<file path="config.mk">
export PLATFORM = sky130hd
export DESIGN_NAME = bus_fifo_slave
export DESIGN_NICKNAME = d
export VERILOG_FILES = /design/src/rtl/bus_fifo_slave.sv
export SDC_FILE = /design/constraint.sdc
export NUM_CORES = 1
export LEC_CHECK = 0
export ABC_AREA = 0
export ABC_CLOCK_PERIOD_IN_PS = 8700
export BUFFER_PORTS_ARGS = -buffer_cell sky130_fd_sc_hd__clkbuf_2
export CAP_MARGIN = 20
export CORE_ASPECT_RATIO = 1.5
export CORE_MARGIN = 2
export CORE_UTILIZATION = 60
export DETAILED_ROUTE_END_ITERATION = 12
export PLACE_DENSITY = 0.87
export SYNTH_ARGS = -nofsm -noshare
export SYNTH_HDL_FRONTEND = slang
export SYNTH_SLANG_ARGS = --single-unit
</file>
<file path="constraint.sdc">
create_clock -name clk -period 8.7 [get_ports clk]
set_input_delay 1.305 -clock clk [delete_from_list [all_inputs] [get_ports clk]]
set_output_delay 1.305 -clock clk [all_outputs]
set_load 0.005 [all_outputs]
</file>
<file path="src/rtl/bus_fifo_slave.sv">
// -----------------------------------------------------------------------------
// bus_fifo_slave
//
// Memory-mapped 64-bit FIFO slave for one slave port behind the single-master
// system bus. Writes go into a circular buffer; pop, peek and status reads are
// returned on s_dout one cycle after the access, matching the bus's
// registered read-data return path.
//
// Register map (s_address[2:0], upper address bits ignored):
//   0 PUSH    W: push s_din          R: 0
//   1 POP     R: head, then pop      W: ignored
//   2 STATUS  R: {48'b0, count[7:0], 4'b0, ovf, udf, full, empty}
//   3 CLEAR   W: empty FIFO, clear ovf/udf   R: 0
//   4 PEEK    R: head, no pop        W: ignored
//   5 THRESH  R/W 8-bit irq threshold (FIFO_IRQ_EN only, else unused)
//   6,7       R: 0, W: ignored
//
// Optional feature: define FIFO_IRQ_EN to add the threshold register and the
// irq output (irq = threshold != 0 && count >= threshold, registered).
//
// Parameters:
//   DEPTH      FIFO entries, power of two, 2..128
// Ports:
//   clk        system clock, rising edge
//   reset_n    asynchronous active-low reset
//   s_sel      slave select from the bus address decoder
//   s_wr       1 = write, 0 = read (qualified by s_sel)
//   s_address  slave address, only [2:0] decoded
//   s_din      write data
//   s_dout     registered read data, 0 when no read in the previous cycle
//   irq        threshold interrupt (FIFO_IRQ_EN only)
// -----------------------------------------------------------------------------
module bus_fifo_slave #(
  parameter int DEPTH = 8
) (
  input  logic        clk,
  input  logic        reset_n,
  input  logic        s_sel,
  input  logic        s_wr,
  input  logic [15:0] s_address,
  input  logic [63:0] s_din,
  output logic [63:0] s_dout
`ifdef FIFO_IRQ_EN
  ,
  output logic        irq
`endif
);

  localparam int PTR_W = $clog2(DEPTH);
  localparam int CNT_W = PTR_W + 1;
  localparam logic [CNT_W-1:0] FULL_CNT = CNT_W'(DEPTH);

  typedef enum logic [2:0] {
    OFF_PUSH   = 3'd0,
    OFF_POP    = 3'd1,
    OFF_STATUS = 3'd2,
    OFF_CLEAR  = 3'd3,
    OFF_PEEK   = 3'd4,
    OFF_THRESH = 3'd5,
    OFF_RSVD6  = 3'd6,
    OFF_RSVD7  = 3'd7
  } reg_off_e;

  // State
  logic [63:0]      r_mem [DEPTH];
  logic [PTR_W-1:0] r_wr_ptr;
  logic [PTR_W-1:0] r_rd_ptr;
  logic [CNT_W-1:0] r_count;
  logic             r_ovf;
  logic             r_udf;
  logic [63:0]      r_dout;

  // Next-state
  logic [PTR_W-1:0] w_wr_ptr_nxt;
  logic [PTR_W-1:0] w_rd_ptr_nxt;
  logic [CNT_W-1:0] w_count_nxt;
  logic             w_ovf_nxt;
  logic             w_udf_nxt;
  logic [63:0]      w_dout_nxt;
  logic             w_mem_we;

  // Decode
  reg_off_e         w_off;
  logic             w_wr_acc;
  logic             w_rd_acc;
  logic             w_full;
  logic             w_empty;
  logic [63:0]      w_head;
  logic             w_unused_addr;

`ifdef FIFO_IRQ_EN
  logic [7:0]       r_thresh;
  logic             r_irq;
  logic [7:0]       w_thresh_nxt;
  logic             w_irq_nxt;
`endif

  assign w_off         = reg_off_e'(s_address[2:0]);
  assign w_wr_acc      = s_sel & s_wr;
  assign w_rd_acc      = s_sel & ~s_wr;
  assign w_full        = (r_count == FULL_CNT);
  assign w_empty       = (r_count == '0);
  assign w_head        = r_mem[r_rd_ptr];
  assign w_unused_addr = ^s_address[15:3];

  always_comb begin
    // NOTE: every combinational output gets a default before the case so no
    // path leaves it unassigned, which would otherwise infer a latch.
    w_wr_ptr_nxt = r_wr_ptr;
    w_rd_ptr_nxt = r_rd_ptr;
    w_count_nxt  = r_count;
    w_ovf_nxt    = r_ovf;
    w_udf_nxt    = r_udf;
    w_dout_nxt   = '0;
    w_mem_we     = 1'b0;
`ifdef FIFO_IRQ_EN
    w_thresh_nxt = r_thresh;
`endif

    case (w_off)
      OFF_PUSH: begin
        if (w_wr_acc) begin
          if (w_full) begin
            w_ovf_nxt = 1'b1;            // data dropped, state untouched
          end else begin
            w_mem_we     = 1'b1;
            w_wr_ptr_nxt = r_wr_ptr + PTR_W'(1);
            w_count_nxt  = r_count + CNT_W'(1);
          end
        end
      end
      OFF_POP: begin
        if (w_rd_acc) begin
          if (w_empty) begin
            w_udf_nxt = 1'b1;
          end else begin
            w_dout_nxt   = w_head;       // pre-pop head is returned
            w_rd_ptr_nxt = r_rd_ptr + PTR_W'(1);
            w_count_nxt  = r_count - CNT_W'(1);
          end
        end
      end
      OFF_STATUS: begin
        if (w_rd_acc) begin
          w_dout_nxt = {48'b0, 8'(r_count), 4'b0, r_ovf, r_udf, w_full, w_empty};
        end
      end
      OFF_CLEAR: begin
        if (w_wr_acc) begin
          w_wr_ptr_nxt = '0;
          w_rd_ptr_nxt = '0;
          w_count_nxt  = '0;
          w_ovf_nxt    = 1'b0;
          w_udf_nxt    = 1'b0;
        end
      end
      OFF_PEEK: begin
        if (w_rd_acc && !w_empty) begin
          w_dout_nxt = w_head;
        end
      end
`ifdef FIFO_IRQ_EN
      OFF_THRESH: begin
        if (w_wr_acc) begin
          w_thresh_nxt = s_din[7:0];
        end else if (w_rd_acc) begin
          w_dout_nxt = {56'b0, r_thresh};
        end
      end
`endif
      default: ;
    endcase
  end

`ifdef FIFO_IRQ_EN
  // Evaluated on next-state values so the registered irq always equals the
  // threshold function of the registered count/threshold, and changes in the
  // cycle right after the causing access.
  assign w_irq_nxt = (w_thresh_nxt != 8'd0) && (8'(w_count_nxt) >= w_thresh_nxt);
`endif

  // NOTE: the storage array has no reset; its contents are only observable
  // through entries already counted as valid, so clearing it buys nothing.
  always_ff @(posedge clk) begin
    if (w_mem_we) begin
      r_mem[r_wr_ptr] <= s_din;
    end
  end

  // NOTE: sequential state uses non-blocking assignments so every register
  // samples pre-edge values regardless of statement order.
  always_ff @(posedge clk or negedge reset_n) begin
    if (!reset_n) begin
      r_wr_ptr <= '0;
      r_rd_ptr <= '0;
      r_count  <= '0;
      r_ovf    <= 1'b0;
      r_udf    <= 1'b0;
      r_dout   <= '0;
`ifdef FIFO_IRQ_EN
      r_thresh <= '0;
      r_irq    <= 1'b0;
`endif
    end else begin
      r_wr_ptr <= w_wr_ptr_nxt;
      r_rd_ptr <= w_rd_ptr_nxt;
      r_count  <= w_count_nxt;
      r_ovf    <= w_ovf_nxt;
      r_udf    <= w_udf_nxt;
      r_dout   <= w_dout_nxt;
`ifdef FIFO_IRQ_EN
      r_thresh <= w_thresh_nxt;
      r_irq    <= w_irq_nxt;
`endif
    end
  end

  assign s_dout = r_dout;
`ifdef FIFO_IRQ_EN
  assign irq = r_irq;
`endif

endmodule

</file>
==> results of run 1 <==
[per-stage QoR]
step | hold WS, ns | util | worst slack, ns | power (mW) | cell area (um2)
after CTS | 0.529 | 0.688 | 4.59 | 6.09 | 24700
after floorplan | 0.456 | - | 1.56 | 3.72 | 21900
after global routing | 0.549 | 0.689 | 4.48 | 6.23 | 24800
after global placement | 0.506 | 0.643 | 4.13 | 3.86 | 23100
final | 0.523 | 0.689 | 4.66 | 6.06 | 24800
after detailed placement | 0.515 | 0.643 | 4.02 | 3.89 | 23100
[Yosys cell counts, drive strengths merged, types with 2 or more instances]
library cell	number	area [um2]
dfrtp	76	1900
xnor2	2	17.5
ha	4	50.1
clkbuf	19	71.3
mux2i	66	661
nand3b	3	22.5
nor2b	2	12.5
nand3	6	30.0
nor2	67	251
or4	3	26.3
o21ai	14	70.1
inv	4	15.0
nand4	2	12.5
nor3	4	20.0
nand2b	5	31.3
edfxtp	512	15400
buf	27	149
nor4b	2	30.0
a21oi	3	15.0
mux4	128	2880
nand4b	2	17.5
nand2	17	63.8
[final cells by class]
cell class | instances | area share
clock buffer | 68 | 0.0540
inverter | 4 | 0.000607
sequential | 588 | 0.698
antenna | 4 | 0.000404
tap | 478 | 0.0242
clock inverter | 21 | 0.0111
timing repair buffer | 151 | 0.0329
multi-input combinational | 343 | 0.178
[worst reg2reg max path, cell delays in order, from the launching register on]
cell	delay [ns]
dfrtp_1	0.44
nor4b_2	0.23
nor4b_2	0.62
nand2_1	0.42
nor2_4	0.82
buf_4	0.73
[logic make-up after synthesis]
family | synth area share
xor gates and xnor gates | 0.00120
DFF | 0.790
adders and majority gates | 0.00320
buffers and inverters | 0.0108
AOI/OAI and AO/OA | 0.00721
muxes | 0.163
and+or+nand+nor | 0.0248
[where the power goes]
part	switching (mW)	internal, mW	total, mW	leakage (nW)
combinational	0.291	0.346	0.638	1.83
clock	0.982	1.24	2.22	0.782
sequential	0.0992	3.10	3.20	5.63
total	1.37	4.68	6.06	8.24
[layer usage]
| metal | up-vias | GRT usage | wire [um] |
|---|---|---|---|
| met3 | 105 | 0.0433 | 3320 |
| met2 | 583 | 0.435 | 24800 |
| met4 | 2 | 0.104 | 1690 |
| met1 | 5435 | 0.318 | 16700 |
| met5 | - | 0 | 12 |
| li1 | 4315 | - | - |
[state kept, by name, indices dropped and copies added, names as in the netlist]
register  count
r_ovf         1
r_rd_ptr      3
s_dout       64
r_udf         1
r_wr_ptr      3
r_count       4
r_mem       512
[worst max path at each step]
stage	startpoint	end	slack (ns)	depth (start not counted)
after global placement	s_address[2]	r_mem[2][45]$_DFFE_PP_	4.13	6
after floorplan	s_address[1]	r_mem[0][0]$_DFFE_PP_	1.56	5
final	s_address[2]	r_mem[5][49]$_DFFE_PP_	4.66	6
after detailed placement	s_address[2]	r_mem[2][43]$_DFFE_PP_	4.02	6
after global routing	s_address[2]	r_mem[5][49]$_DFFE_PP_	4.48	6
after CTS	s_address[2]	r_mem[2][49]$_DFFE_PP_	4.59	6
==> flow_metrics.tcl, run 1 <==
set metrics [dict create \
    r2r_setup_slack_ns 5.05 \
    cts_buffer_depth 3 \
    io_pins 148 \
    final-seq-area_um2 17300 \
    fillers 2124 \
    ctsHtreeMaxLevel 2 \
    end_kind "register" \
    synth_flop_cell "edfxtp_1" \
    crit_type "input pin to register" \
    antenna_found_initial 5 \
    detail-route-antenna-nets 0 \
    die_y_um 238 \
    routabilityCongestion 0.820 \
    worst_path_max_delay_cell "nor2_4" \
    max_freq_ghz 0.248 \
    cts_hold_buf 0 \
    ys_warn_count 0 \
    tightestPinTransition_ns 1.05 \
    ff2ff_path_depth 5 \
    cts_num_sinks 588 \
    grt_pass1_wl_mm 69.7 \
    power_density_nw_per_um2 245 \
    fp.dieW_um 160 \
    mostFrequentLayoutCells "edfxtp_1 (512), clkbuf_2 (133), mux4_2 (128)" \
    io_buffer_count 134 \
    synth_nets 1070 \
    rsz0062_at_grt "false" \
    cts_setup_buffers 0 \
    hp-class "register to register" \
    dp_cells 1563 \
    finalHoldViolCount 0 \
    hold_start "r_ovf$_DFFE_PN0P_" \
    synth-edff-count 512 \
    cp.required_ns 8.91 \
    min_period_ns 4.04 \
    area_growth_syn_to_layout_pct 13.2 \
    clkLatencyLatePin_ns 0.59 \
    drive_above_1_share 0.317 \
    finalMaxSlewViolations 0 \
    clk_pin_slew_ns 0.06 \
    synth_area_um2 21900 \
    nNetsFinal 1226 \
    syn_avg_cell_area_um2 22.3 \
    placementRows 85 \
    worstPathArrival_ns 4.24 \
    reg2reg_from "r_count[3]$_DFFE_PN0P_" \
    multi_input_area_um2 4410 \
    rr_endpoint "r_mem[5][49]$_DFFE_PP_" \
    synth.ff_latch_count 588 \
    first_iter_violations 1041 \
    yosysSeqAreaShare 0.790 \
    worst-path-buf-inv 2 \
    async_flop_share 0.129 \
    synthCells 981 \
    start_kind "input pin" \
    grt_pass1_vias 11100 \
    root_buffer "clkbuf_16" \
    grt_overflow_total 0 \
    grt_max_degree 75 \
    hpwl_mm 23.2 \
    fin_crit_sh 0.464 \
    critical-path-top-delay-family "simple AND/OR/NAND/NOR gates" \
    fin_skew_ns 0.0204 \
    cts_resized 0 \
    die_area_um2 38000 \
    layout_commonest_cell "edfxtp_1" \
    slowest_delay_ns 0.82 \
    finalNonFillerCells 1657 \
    drc 0 \
    hold_end "s_dout[3]$_DFF_PN0_" \
    dr_total_vias 10400 \
    crit_path_max_fanout 41 \
    cts_tree "done" \
    drt-pass1-iter-count 5 \
    fp.coreArea_um2 35900 \
    relSlewSlack 0.298 \
    cap_violations 0 \
    post_drt_wl_per_cell_um 28.0 \
    via_per_inst 6.30 \
    finalSetupTns_ns 0 \
    path_cells "clkbuf_2 -> nor2_1 -> nor4b_2 -> nand2_1 -> nor2_4 -> buf_4" \
    grt_usage 0.251 \
    start_util 0.608 \
    min_path_cells 2 \
    ir_drop_mv 0.140 \
    power.leakage_nw 8.24 \
    setup_viol 0 \
    drt_wl_total_mm 46.5 \
    cts_buffers 49 \
    synth_cell_type_count 40 \
    status "completed" \
]
Note: power is estimated with default switching activity, not from simulation.
==> run 2, diff against run 1 <==
--- a/config.mk
+++ b/config.mk
@@ -6,7 +6,7 @@
 export NUM_CORES = 1
 export LEC_CHECK = 0
 export ABC_AREA = 0
-export ABC_CLOCK_PERIOD_IN_PS = 8700
+export ABC_CLOCK_PERIOD_IN_PS = 4070
 export BUFFER_PORTS_ARGS = -buffer_cell sky130_fd_sc_hd__clkbuf_2
 export CAP_MARGIN = 20
 export CORE_ASPECT_RATIO = 1.5
==> constraint.sdc (replaced) <==
create_clock -name clk -period 4.07 [get_ports clk]
set_input_delay 0.6105 -clock clk [delete_from_list [all_inputs] [get_ports clk]]
set_output_delay 0.6105 -clock clk [all_outputs]
set_load 0.005 [all_outputs]
==> flow_metrics.tcl, run 2 (synthesis results as in run 1) <==
set metrics [dict create \
    clkLatencyLatePin_ns 0.57 \
    crit_type "register to register" \
    slowest_delay_ns 0.76 \
    grt_max_degree 65 \
    fin_skew_ns 0.0132 \
    relSlewSlack 0.362 \
    cts_buffers 50 \
    end_kind "register" \
    cts_resized 0 \
    io_buffer_count 134 \
    post_drt_wl_per_cell_um 27.3 \
    finalHoldViolCount 0 \
    largest_reg_flops 512 \
    crit_top_cell "nor4b_2" \
    cts_hold_buf 0 \
    finalMaxSlewViolations 0 \
    r2r_setup_slack_ns 0.95 \
    via_per_inst 6.30 \
    first_iter_violations 954 \
    drive_above_1_share 0.319 \
    ctsHtreeMaxLevel 2 \
    cts_setup_buffers 0 \
    fp.dieW_um 160 \
    drt-pass1-iter-count 5 \
    drt_wl_total_mm 45.6 \
    hp-class "input pin to async pin" \
    grt_pass1_wl_mm 68.8 \
    grt_pass1_vias 11100 \
    post-route-util 0.693 \
    root_buffer "clkbuf_16" \
    finalNonFillerCells 1670 \
    dp_cells 1571 \
    io_pins 148 \
    cap_violations 0 \
    worst_path_max_delay_cell "nor4b_2" \
    die_area_um2 38000 \
    hpwl_mm 24.3 \
    grt_overflow_total 0 \
    crit_path_max_fanout 39 \
    grt_usage 0.246 \
    reg2reg_from "r_count[3]$_DFFE_PN0P_" \
    ff2ff_path_depth 5 \
    ir_drop_mv 0.394 \
    setup_viol 0 \
    start_kind "register" \
    placementRows 85 \
    dr_total_vias 10500 \
    largest-register "r_mem" \
    power_density_nw_per_um2 515 \
    cts_buffer_depth 3 \
    dpl_cell_area_um2 23300 \
    drc 0 \
    layout_commonest_cell "edfxtp_1" \
    clk_pin_slew_ns 0.06 \
    status "completed" \
    area_growth_syn_to_layout_pct 13.8 \
    power.leakage_nw 8.28 \
    fp.coreArea_um2 35900 \
    nNetsFinal 1234 \
    max_freq_ghz 0.321 \
    finalSetupTns_ns 0 \
    fin_crit_sh 0.767 \
    die_y_um 238 \
    design_area_um2 24900 \
    rr_endpoint "r_mem[2][21]$_DFFE_PP_" \
    path_cells "nor4b_2 -> nor4b_2 -> nand2b_1 -> nor2_4 -> buf_4" \
    antenna_found_initial 8 \
    cts_tree "done" \
    tightestPinTransition_ns 0.956 \
    routabilityCongestion 0.819 \
    min_period_ns 3.12 \
    start_util 0.608 \
    worstPathArrival_ns 3.31 \
    rsz0062_at_grt "false" \
    cp.required_ns 4.26 \
    cts_num_sinks 588 \
    mostFrequentLayoutCells "edfxtp_1 (512), clkbuf_2 (133), mux4_2 (128)" \
    detail-route-antenna-nets 0 \
]
run 2: final cells by class:
cell class                      count  area, um2
Clock buffer                       76       1450
Fill cell                        2131      11100
Antenna cell                        6       15.0
Clock inverter                     17        124
Timing Repair Buffer              158        978
Tap cell                          478        598
Sequential cell                   588      17300
Multi-Input combinational cell    343       4430
Inverter                            4       15.0
run 2: critical path: cells and delay by family (launching register included):
kind | cells | cell delay (ns)
and+or+nand+nor | 4 | 1.70
buffers and inverters | 1 | 0.60
DFF | 1 | 0.44
run 2: how the worst max path moves through the flow:
stage	start	slack (ns)	cells past startpoint	to
global route	r_count[3]$_DFFE_PN0P_	0.85	5	r_mem[7][35]$_DFFE_PP_
CTS	r_count[3]$_DFFE_PN0P_	1.01	5	r_mem[7][43]$_DFFE_PP_
finish	r_count[3]$_DFFE_PN0P_	0.95	5	r_mem[2][21]$_DFFE_PP_
global placement	s_address[2]	0.98	6	r_mem[7][28]$_DFFE_PP_
detailed placement	s_address[2]	0.86	6	r_mem[2][41]$_DFFE_PP_
floorplan	s_address[1]	-0.65	5	r_mem[7][0]$_DFFE_PP_
run 2: report_power, final:
part           switching [mW]  internal, mW
clock network            2.05          2.53
registers               0.186          6.63
logic                   0.662         0.759
total                    2.90          9.92
run 2: routing by layer:
metal | track usage | share of wire
met1 | 0.314 | 0.36
met3 | 0.0384 | 0.071
met4 | 0.109 | 0.034
met5 | 0 | 0.00061
met2 | 0.425 | 0.54
run 2: stage by stage:
stage	hold slack (ns)	power (mW)	setup WS, ns
floorplan	0.315	7.95	-0.651
CTS	0.114	12.9	1.01
global route	0.123	13.2	0.848
finish	0.0763	12.8	0.950
detailed placement	0.507	8.35	0.857
global placement	0.513	8.30	0.981
==> run 3, diff against run 2 <==
==> config.mk (replaced) <==
export PLATFORM = sky130hd
export DESIGN_NAME = bus_fifo_slave
export DESIGN_NICKNAME = d
export VERILOG_FILES = /design/src/rtl/bus_fifo_slave.sv
export SDC_FILE = /design/constraint.sdc
export NUM_CORES = 1
export LEC_CHECK = 0
export ABC_AREA = 1
export ABC_CLOCK_PERIOD_IN_PS = 2700
export BUFFER_PORTS_ARGS = -buffer_cell sky130_fd_sc_hd__clkbuf_2
export CAP_MARGIN = 20
export CORE_ASPECT_RATIO = 1.5
export CORE_MARGIN = 2
export CORE_UTILIZATION = 54
export DETAILED_ROUTE_END_ITERATION = 12
export PLACE_DENSITY = 0.83
export SYNTH_ARGS = -nofsm -noshare
export SYNTH_HDL_FRONTEND = slang
export SYNTH_SLANG_ARGS = --single-unit
==> constraint.sdc (replaced) <==
create_clock -name clk -period 2.7 [get_ports clk]
set_input_delay 0.405 -clock clk [delete_from_list [all_inputs] [get_ports clk]]
set_output_delay 0.405 -clock clk [all_outputs]
set_load 0.005 [all_outputs]
==> flow_metrics.tcl, run 3 <==
set metrics [dict create \
    path_cells "buf_4 -> nor2_1 -> nor2_1 -> o21ai_0 -> o21ai_0 -> o21ai_0 -> nor2_1" \
    crit_type "register to register" \
    grt_usage 0.236 \
    grt_max_degree 94 \
    comb_power_share 0.201 \
    drive_above_1_share 0.145 \
    synth_area_um2 22500 \
    p_sw_frac 0.290 \
    placementRows 91 \
    syn_avg_cell_area_um2 12.9 \
    synth.top_cell.area_share 0.682 \
    p_clk_frac 0.330 \
    routabilityCongestion 0.835 \
    end_kind "register" \
    fin_crit_sh 0.804 \
    grt_overflow_total 0 \
    synth_nets 1840 \
    hpwl_mm 27.7 \
    cap_violations 0 \
    synth.most_common_cell "edfxtp_1" \
    p_seq_frac 0.469 \
    die_y_um 254 \
    io_buffer_count 134 \
    synth_cell_type_count 27 \
    cts_buffers 50 \
    path_depth 7 \
    die_area_um2 43400 \
    ir_drop_mv 0.510 \
    drt-pass1-iter-count 7 \
    ys_top_cells_by_count "edfxtp_1 (512), nor2_1 (404), o21ai_0 (259)" \
    fin_skew_ns 0.0104 \
    cts_num_sinks 588 \
    drc 0 \
    dpl_cell_area_um2 24100 \
    antenna_found_initial 6 \
    cts_setup_buffers 0 \
    cts_resized 0 \
    worst-path-buf-inv 1 \
    clk_pin_slew_ns 0.06 \
    design_area_um2 25800 \
    largest_reg_flops 512 \
    post_drt_wl_per_cell_um 20.8 \
    dp_cells 2384 \
    mostFrequentLayoutCells "edfxtp_1 (512), nor2_1 (399), o21ai_0 (259)" \
    synth_area_leader_cell "edfxtp_1" \
    synth-edff-count 512 \
    detail-route-antenna-nets 0 \
    grt_pass1_wl_mm 78.0 \
    synthCells 1751 \
    synth_flop_cell "edfxtp_1" \
    fp.dieW_um 171 \
    first_iter_violations 1745 \
    status "completed" \
    ctsHtreeMaxLevel 2 \
    worst_path_max_delay_cell "dfrtp_4" \
    tightestPinTransition_ns 0.795 \
    largest-register "r_mem" \
    hp-class "input pin to register" \
    p_int_mw 15.8 \
    finalHoldViolCount 0 \
    grt_pass1_vias 14400 \
    io_pins 148 \
    max_freq_ghz 0.461 \
    p_sw_mw 6.45 \
    start_kind "register" \
    relSlewSlack 0.470 \
    drt_wl_total_mm 51.5 \
    critical-path-top-delay-family "flip-flops" \
    area_growth_syn_to_layout_pct 14.5 \
    clkLatencyLatePin_ns 0.57 \
    ff2ff_path_depth 7 \
    slowest_delay_ns 0.67 \
    yosysSeqAreaShare 0.766 \
    finalMaxSlewViolations 0 \
    worstPathArrival_ns 2.63 \
    min_period_ns 2.17 \
    start_util 0.548 \
    setup_viol 0 \
    via_per_inst 5.85 \
    yosys-top-cells-area "edfxtp_1 (68%), dfrtp_1 (8.4%), nor2_1 (6.7%)" \
    rsz0062_at_grt "false" \
    cts_buffer_depth 3 \
    min_path_cells 1 \
    power_density_nw_per_um2 860 \
    crit_path_max_fanout 56 \
    dr_total_vias 14500 \
    async_flop_share 0.129 \
    cts_tree "done" \
    fp.coreArea_um2 41100 \
    cp.required_ns 3.16 \
    finalNonFillerCells 2482 \
    root_buffer "clkbuf_16" \
    nNetsFinal 1968 \
    synth.ff_latch_count 588 \
    layout_commonest_cell "edfxtp_1" \
    power.leakage_nw 9.30 \
    ys_warn_count 0 \
]
-- run 3: cell types whose count changed after synthesis, moves of 6 or more --
| cell | delta |
|---|---|
| nand3_1 | +46 |
| clkbuf_1 | +33 |
| mux2i_1 | -66 |
| nand2_1 | +136 |
| inv_1 | +20 |
| a21oi_1 | +7 |
| o22ai_1 | +54 |
| o21ai_1 | +78 |
| mux4_2 | -128 |
| buf_1 | +6 |
| buf_6 | +12 |
| o21ai_0 | +249 |
| nor2_1 | +337 |
-- run 3: cells by family after synthesis --
family,synth area share
buffers and inverters,0.0291
adders and majority gates,0.00311
and+or+nand+nor,0.107
xor gates and xnor gates,0.000389
AOI/OAI and AO/OA,0.0939
DFF,0.766
-- run 3: area by class of cell --
type | instances | area [um2]
Antenna cell | 5 | 12.5
Clock buffer | 70 | 1390
Clock inverter | 22 | 297
Fill cell | 2737 | 15300
Inverter | 26 | 115
Multi-Input combinational cell | 1033 | 4720
Sequential cell | 588 | 17300
Tap cell | 558 | 698
Timing Repair Buffer | 180 | 1300
-- run 3: worst paths after layout --
kind | from | slack [ns] | to
worst max-delay path | r_rd_ptr[0]$_DFFE_PN0P_ | 0.53 | s_dout[45]$_DFF_PN0_
worst min-delay path | s_din[23] | 0.11 | r_mem[6][23]$_DFFE_PP_
worst max register to register | r_rd_ptr[0]$_DFFE_PN0P_ | 0.53 | s_dout[45]$_DFF_PN0_
worst min register to register | r_ovf$_DFFE_PN0P_ | 0.54 | r_ovf$_DFFE_PN0P_
max in group asynchronous | reset_n | 1.52 | s_dout[30]$_DFF_PN0_
min in group asynchronous | reset_n | 0.45 | s_dout[3]$_DFF_PN0_
-- run 3: repair_timing --
item                       4_1_cts  5_1_grt
hold endpoints to repair        49        0
hold buffers                     1        0
setup endpoints to repair        0        0
-- run 3: metrics by stage --
step / setup TNS [ns] / hold slack [ns] / power (mW) / util / worst slack, ns
floorplan: -145.18 / 0.109 / 13.5 / - / -0.339
global placement: 0 / 0.508 / 14.6 / 0.586 / 0.523
detailed placement: 0 / 0.523 / 14.9 / 0.586 / 0.463
CTS: 0 / 0.0804 / 22.2 / 0.628 / 0.563
global route: 0 / 0.0970 / 23.1 / 0.628 / 0.319
finish: 0 / 0.105 / 22.2 / 0.628 / 0.530
-- run 3: worst register-to-register path: cells and delay by family (launching register included) --
family | cells | cell delay, ns
AOI/OAI and AO/OA | 3 | 0.33
and+or+nand+nor | 3 | 0.50
buffers and inverters | 1 | 0.56
DFF | 1 | 0.67
-- run 3: power groups by stage --
stage	logic [mW]	clock network, mW	registers (mW)
after floorplan	3.11	0	10.4
after global placement	4.04	0	10.6
after detailed placement	4.30	0	10.6
after CTS	4.40	7.39	10.4
after global routing	4.94	7.71	10.4
final	4.46	7.33	10.4
-- run 3: layer usage --
| metal | global-route usage | part of all wire |
|---|---|---|
| met1 | 0.299 | 0.36 |
| met2 | 0.399 | 0.51 |
| met3 | 0.0390 | 0.090 |
| met4 | 0.113 | 0.038 |
| met5 | 0 | 0.00021 |
